[src/rtl/bcd_mod_counter.sv]
// Multi-digit BCD modulo counter with up/down counting, validated synchronous load,
// sticky load-error flag and a combinational terminal count for synchronous cascading.
`timescale 1ns/1ps
module bcd_mod_counter #(
    parameter int DIGITS  = 2,
    parameter int MODULUS = 60
) (
    input  logic                CP,
    input  logic                nCR,
    input  logic                EN,
    input  logic                UP,
    input  logic                LD,
    input  logic [4*DIGITS-1:0] D,
    output logic [4*DIGITS-1:0] Q,
    output logic                TC,
    output logic                ERR
);
    localparam int W = 4 * DIGITS;

    function automatic int pow10(input int n);
        int p;
        p = 1;
        for (int i = 0; i < n; i++) p = p * 10;
        return p;
    endfunction

    // Shift-and-add-3 conversion so the terminal constant needs no divider.
    function automatic logic [15:0] toBcd(input int unsigned v);
        logic [15:0] b;
        b = '0;
        for (int i = 13; i >= 0; i--) begin
            for (int d = 0; d < 4; d++) begin
                if (b[4*d +: 4] >= 4'd5) b[4*d +: 4] = b[4*d +: 4] + 4'd3;
            end
            b = {b[14:0], v[i]};
        end
        return b;
    endfunction

    if (DIGITS < 1 || DIGITS > 4 || MODULUS < 2 || MODULUS > pow10(DIGITS)) begin : gBadParams
        $fatal(1, "bcd_mod_counter: illegal DIGITS/MODULUS combination");
    end

    localparam logic [15:0] lastFull = toBcd(MODULUS - 1);
    localparam logic [W-1:0] lastBcd = lastFull[W-1:0];

    logic [W-1:0] incVal;
    logic [W-1:0] decVal;
    logic         incCarry;
    logic         decBorrow;
    logic         nibblesOk;
    logic         loadOk;
    logic         atLast;
    logic         atZero;

    assign atLast = (Q == lastBcd);
    assign atZero = (Q == '0);

    always_comb begin
        incVal   = Q;
        incCarry = 1'b1;
        for (int i = 0; i < DIGITS; i++) begin
            if (incCarry) begin
                if (Q[4*i +: 4] == 4'd9) begin
                    incVal[4*i +: 4] = 4'd0;
                end else begin
                    incVal[4*i +: 4] = Q[4*i +: 4] + 4'd1;
                    incCarry         = 1'b0;
                end
            end
        end
    end

    always_comb begin
        decVal    = Q;
        decBorrow = 1'b1;
        for (int i = 0; i < DIGITS; i++) begin
            if (decBorrow) begin
                if (Q[4*i +: 4] == 4'd0) begin
                    decVal[4*i +: 4] = 4'd9;
                end else begin
                    decVal[4*i +: 4] = Q[4*i +: 4] - 4'd1;
                    decBorrow        = 1'b0;
                end
            end
        end
    end

    // With every nibble a legal digit, a plain unsigned compare orders BCD values numerically.
    always_comb begin
        nibblesOk = 1'b1;
        for (int i = 0; i < DIGITS; i++) begin
            if (D[4*i +: 4] > 4'd9) nibblesOk = 1'b0;
        end
        loadOk = nibblesOk && (D <= lastBcd);
    end

    always_ff @(posedge CP or negedge nCR) begin
        if (!nCR) begin
            Q   <= '0;
            ERR <= 1'b0;
        end else if (LD) begin
            if (loadOk) begin
                Q   <= D;
                ERR <= 1'b0;
            end else begin
                ERR <= 1'b1;
            end
        end else if (EN) begin
            if (UP) Q <= atLast ? '0 : incVal;
            else    Q <= atZero ? lastBcd : decVal;
        end
    end

    // Gated by nCR so a stage held in reset never enables its successor.
    assign TC = nCR & EN & ~LD & (UP ? atLast : atZero);

endmodule

[config.mk]
export PLATFORM = sky130hd
export DESIGN_NAME = bcd_mod_counter
export DESIGN_NICKNAME = d
export VERILOG_FILES = /design/src/rtl/bcd_mod_counter.sv
export SDC_FILE = /design/constraint.sdc
export NUM_CORES = 1
export LEC_CHECK = 0
export CAP_MARGIN = 10
export CORE_MARGIN = 4
export CORE_UTILIZATION = 48
export CTS_BUF_LIST = sky130_fd_sc_hd__clkbuf_16
export DETAILED_ROUTE_END_ITERATION = 16
export GPL_TIMING_DRIVEN = 0
export PLACE_DENSITY = 0.86
export SLEW_MARGIN = 0
export SYNTH_ARGS = -nofsm -noshare
export SYNTH_HDL_FRONTEND = slang
export SYNTH_SLANG_ARGS = --single-unit
[constraint.sdc]
create_clock -name CP -period 3.2 [get_ports CP]
set_clock_uncertainty 0.15 [all_clocks]
set_input_delay 0.96 -clock CP [delete_from_list [all_inputs] [get_ports CP]]
set_output_delay 0.96 -clock CP [all_outputs]
set_load 0.02 [all_outputs]
Yosys cells after proc, flatten, opt, wreduce, memory -nomap -nowiden
Cells that the tools add are included.
{"block": "op_classes", "add_sub_neg": 4, "n_lt_le_gt_ge": 3, "n_eq_ne": 5, "mux": 18, "bitwise": 4, "reduce_logical": 8}
{"cell": "2-to-1 mux 8 bit", "n": 6}
{"cell": "2-to-1 mux 4 bit", "n": 6}
{"cell": "adder 4 x 1 -> 4 bit, second input constant", "n": 2}
{"cell": "equality test 4 bit, second input constant", "n": 2}
{"cell": "equality test 8 x 7 -> 1 bit, second input constant", "n": 1}
{"cell": "greater-than comparator 4 bit, second input constant", "n": 2}
{"cell": "less-or-equal comparator 8 x 7 -> 1 bit, second input constant", "n": 1}
{"cell": "logical NOT 4 bit", "n": 2}
{"cell": "logical NOT 8 bit", "n": 1}
{"cell": "subtractor 4 x 1 -> 4 bit, second input constant", "n": 2}
{"cell": "2-to-1 mux 1 bit", "n": 6}
{"cell": "inequality test 4 x 1 -> 1 bit, second input constant", "n": 1}
{"cell": "AND reduction 4 bit", "n": 1}
{"cell": "nonzero test 4 bit", "n": 1}
{"cell": "bitwise AND 1 bit", "n": 3}
{"cell": "inequality test 2 x 1 -> 1 bit, second input constant", "n": 1}
{"cell": "AND reduction 2 bit", "n": 1}
{"cell": "nonzero test 2 bit", "n": 1}
{"cell": "logical AND 1 bit", "n": 1}
{"cell": "inverter 1 bit", "n": 1}
{"block": "totals", "ff_bits": 9, "input_bits": 13, "output_inout_bits": 10}

Depth between registers and ports, before layout
Gate-level depths: netlist of run 1.
{"block": "logic_depth", "depth_word": 7, "mapped_depth": 6, "mapped_depth_nobuf": 6}

Worst setup path before layout of run 1
No wires, ideal clock.
{"block": "synth_path", "path_type": "input to output", "from": "input port UP", "to": "output port TC", "t_arrival_ns": 1.935, "t_required_ns": 2.090, "setup_slack_ns": 0.155, "path_stages": 5, "cell_sequence": "buf_2 buf_1 nand4_1 o21ai_1 and3_1"}
{"block": "synth_via", "elab_chain_cells": 2}
{"item": "start, declared", "line_no": "11", "source": "input logic UP,"}
{"item": "2-to-1 mux 1 bit", "line_no": "116", "source": "assign TC = nCR & EN & ~LD & (UP ? atLast : atZero);"}
{"item": "bitwise AND 1 bit", "line_no": "116"}
{"item": "end, declared", "line_no": "15", "source": "output logic TC,"}
Every way passes these cells.

Worst setup path in the final report of run 1
Ends and elaborated chain as after synthesis.

==> flow_metrics.env, run 1 <==
export IMPL_outcome="completed"
export IMPL_critPathBufInv=2
export IMPL_finalWirelength_um=2730
export IMPL_cp_required_ps=2090
export IMPL_synth_simple_area_share=0.301
export IMPL_clk_insertion_delay_late_ps=240
export IMPL_power_density_nw_per_um2=675
export IMPL_dpl_cell_area_um2=1130
export IMPL_cts_root_buf="clkbuf_16"
export IMPL_drtIter0Drc=52
export IMPL_crit_slowest_cell="nor4b_4"
export IMPL_max_cap_violations=0
export IMPL_first_pass_iters=6
export IMPL_rsz0062_at_grt="no"
export IMPL_die_area_um2=2600
export IMPL_yosysSeqAreaShare=0.254
export IMPL_critPathLaunchType="input pin"
export IMPL_finalHoldViolations=0
export IMPL_synthCells=110
export IMPL_tightest_slew_ps=545
export IMPL_numCtsBuffers=3
export IMPL_ys_ff_latch=9
export IMPL_synthArstFlopShare=1.00
export IMPL_ys_warn_count=0
export IMPL_synth_top_area_cell="dfrtp_1"
export IMPL_slew_headroom=0.636
export IMPL_dp_hpwl_um=1850
export IMPL_syn_cell_area_um2=886
export IMPL_fin_crit_sh=0.967
export IMPL_clock_sinks=9
export IMPL_critPathMaxFanout=10
export IMPL_htree_levels=1
export IMPL_port_buffers=21
export IMPL_synthTopCellsByArea="dfrtp_1 25%, ha_1 4.2%, nand2_1 3.8%, a21oi_1 3.4%, nor3_1 3.4%"
export IMPL_worstSetupEndpointType="primary output"
export IMPL_p_leak_nw=0.509
export IMPL_synthMuxAreaShare=0.0113
export IMPL_grt_use_total=0.223
export IMPL_routed_via_density=6.29
export IMPL_initial_core_util=0.508
export IMPL_cp_cell_sequence="buf_2 > nor4b_4 > nand3b_1 > o21ai_1 > and3_1 > buf_2"
export IMPL_ir_worst_vdd_mv=0.333
export IMPL_clock_path_buffers=2
export IMPL_synth_compound_area_frac=0.315
export IMPL_clkTransAtPathRegs_ps=40
export IMPL_dieHeight_um=51.0
export IMPL_route_detailed_drc=0
export IMPL_tritoncts="built"
export IMPL_critPathMaxStageDelay_ps=310
export IMPL_ios=23
export IMPL_row_count=15
export IMPL_final_cells=161
export IMPL_syn2layout_area_growth_pct=39.0
export IMPL_dpl_cell_count=156
export IMPL_synth_ff_type="dfrtp_1"
export IMPL_grt_overflow=0
export IMPL_grt_max_degree=11
export IMPL_antenna_found_initial=0
export IMPL_grt_pass1_wl_um=4530
export IMPL_synthDistinctLibCells=46
export IMPL_dp_slack_ps=-505
export IMPL_post_route_cells_drive_above_1_share=0.140
export IMPL_n_antenna_cell=0
export IMPL_worst_endpoint_arrival_ps=1980
export IMPL_fillers=146
export IMPL_holdWs_ps=403
export IMPL_ant_nets=0
export IMPL_slew_viol_final=0
export IMPL_criticalPathCategory="in -> out"
export IMPL_setup_viol=0
export IMPL_yosys_area_top_type_share=0.254
export IMPL_coreArea_um2=1750
export IMPL_worst_path_most_repeated_cell="buf_2"
export IMPL_die_x_um=51.0
export IMPL_synth_edf_count=0
export IMPL_synthXorXnorAreaFrac=0
export IMPL_fmax_ghz=0.323
export IMPL_avgSynthCellArea_um2=8.05
export IMPL_gp_congestion=0.941
export IMPL_vias=1012
export IMPL_post_drt_wl_per_cell_um=17.0
export IMPL_timing_final_ws_setup_ps=107
export IMPL_nets=153
export IMPL_worstHoldPathType="reg -> reg"
export IMPL_tns_ps=0
export IMPL_synth_adder_area_share=0.0424
export IMPL_grt_pass1_vias=940
export IMPL_period_minus_slack_ps=3090
export IMPL_crit_family="simple AND/OR/NAND/NOR gates"
export IMPL_synth_top_family_by_area="compound AO/OA/AOI/OAI gates"
export IMPL_synth_nets=126
export IMPL_finish_instance_area_um2=1230
-- per-stage QoR --
stage | utilization | power [mW]
after global placement | 0.646 | 0.574
after floorplan | - | 0.445
after global routing | 0.705 | 0.875
after detailed placement | 0.646 | 0.584
after CTS | 0.698 | 0.819
final | 0.705 | 0.831
-- layer usage --
| metal | vias up | wire length [µm] | GRT usage |
|---|---|---|---|
| met5 | - | 0 | 0 |
| met4 | 0 | 19 | 0.0493 |
| met3 | 6 | 285 | 0.0437 |
| met2 | 74 | 1340 | 0.373 |
| met1 | 461 | 1090 | 0.293 |
| li1 | 471 | - | - |
-- placed cells by master (no fill, tap or decap), drive strengths merged, types with 2 or more instances in the layout --
master,instances
a21o,2
a21oi,6
a221oi,3
a311oi,2
a41oi,2
and3,2
and3b,2
buf,8
clkbuf,5
clkdlybuf4s50,19
dfrtp,9
ha,3
inv,8
nand2,9
nand2b,2
nand4,2
nor2,8
nor2b,3
nor3,6
nor3b,2
nor4,2
o21ai,6
o22a,2
o31ai,4
-- synthesized netlist by cell type (2+ instances only) --
library cell	n
and3_1	2
inv_1	7
o31ai_1	4
nor4_1	2
nor2b_1	3
nand4_1	2
clkbuf_1	2
nor3_1	6
nand2b_1	2
o21ai_0	3
a21oi_1	6
a41oi_1	2
nor3b_1	2
a21o_1	2
nand2_1	9
and3b_1	2
o22a_1	2
nor2_1	8
o21ai_1	2
ha_1	3
buf_2	3
dfrtp_1	9
buf_1	2
a221oi_1	3
-- cell type report --
cell class | instances | area, µm² | area share
multi-input cells | 86 | 608 | 0.494
flip-flops and latches | 9 | 226 | 0.184
repair buffers | 22 | 211 | 0.172
clock buffers | 3 | 75.1 | 0.0610
plain buffers | 8 | 48.8 | 0.0396
well taps | 25 | 31.3 | 0.0254
inverters | 7 | 26.3 | 0.0213
clock inverters | 1 | 3.75 | 0.00305
-- registers in the layout (all words and copies together), names as in the netlist --
register and flops:
ERR 1, Q 8
-- final timing paths --
check                        to  slack, ps  start  cells past startpoint
setup / recovery             TC        110     UP                      6
setup reg to reg           Q[1]        960   Q[0]                      6
hold reg to reg             ERR        400    ERR                      2
max in group asynchronous  Q[0]       1930    nCR                      1
min in group asynchronous  Q[1]        630    nCR                      1
hold / removal              ERR        400    ERR                      2
-- where the power goes --
| group | leakage (nW) | total, mW | switching [mW] | internal, mW |
|---|---|---|---|---|
| Clock | 0.0423 | 0.221 | 0.0578 | 0.164 |
| Combinational | 0.362 | 0.403 | 0.215 | 0.188 |
| Sequential | 0.105 | 0.206 | 0.0588 | 0.147 |
-- cells by family after synthesis --
| group | after synthesis |
|---|---|
| AO/OA/AOI/OAI | 36 |
| adder cells (fa/ha/maj) | 3 |
| AND/OR/NAND/NOR | 46 |
| buffers and inverters | 15 |
| flip-flops | 9 |
| multiplexers | 1 |
-- tightest hold or removal path, cell delays in order (launching register included) --
cell	delay, ps
dfrtp_1	370
nor2_1	90
a41oi_1	50
-- what timing repair did --
| action | CTS | global route |
|---|---|---|
| hold buffers | 0 | 0 |
| setup buffers | 0 | 1 |
| pin swaps | 0 | 1 |
| resized for setup | 7 | 6 |
| endpoints found under the setup margin | 1 | 1 |
Note: power is estimated with default switching activity, not from simulation.
==> inputs of run 2 (changes only) <==
CAP_MARGIN = not set   (was 10)
==> results of run 2 <==
The final DEF is identical to that of run 1; final timing and power are the same.
==> inputs of run 3 (changes only) <==
CTS_CLUSTER_DIAMETER = 100   (was not set)
==> results of run 3 <==
The final DEF is identical to that of run 1; final timing and power are the same.
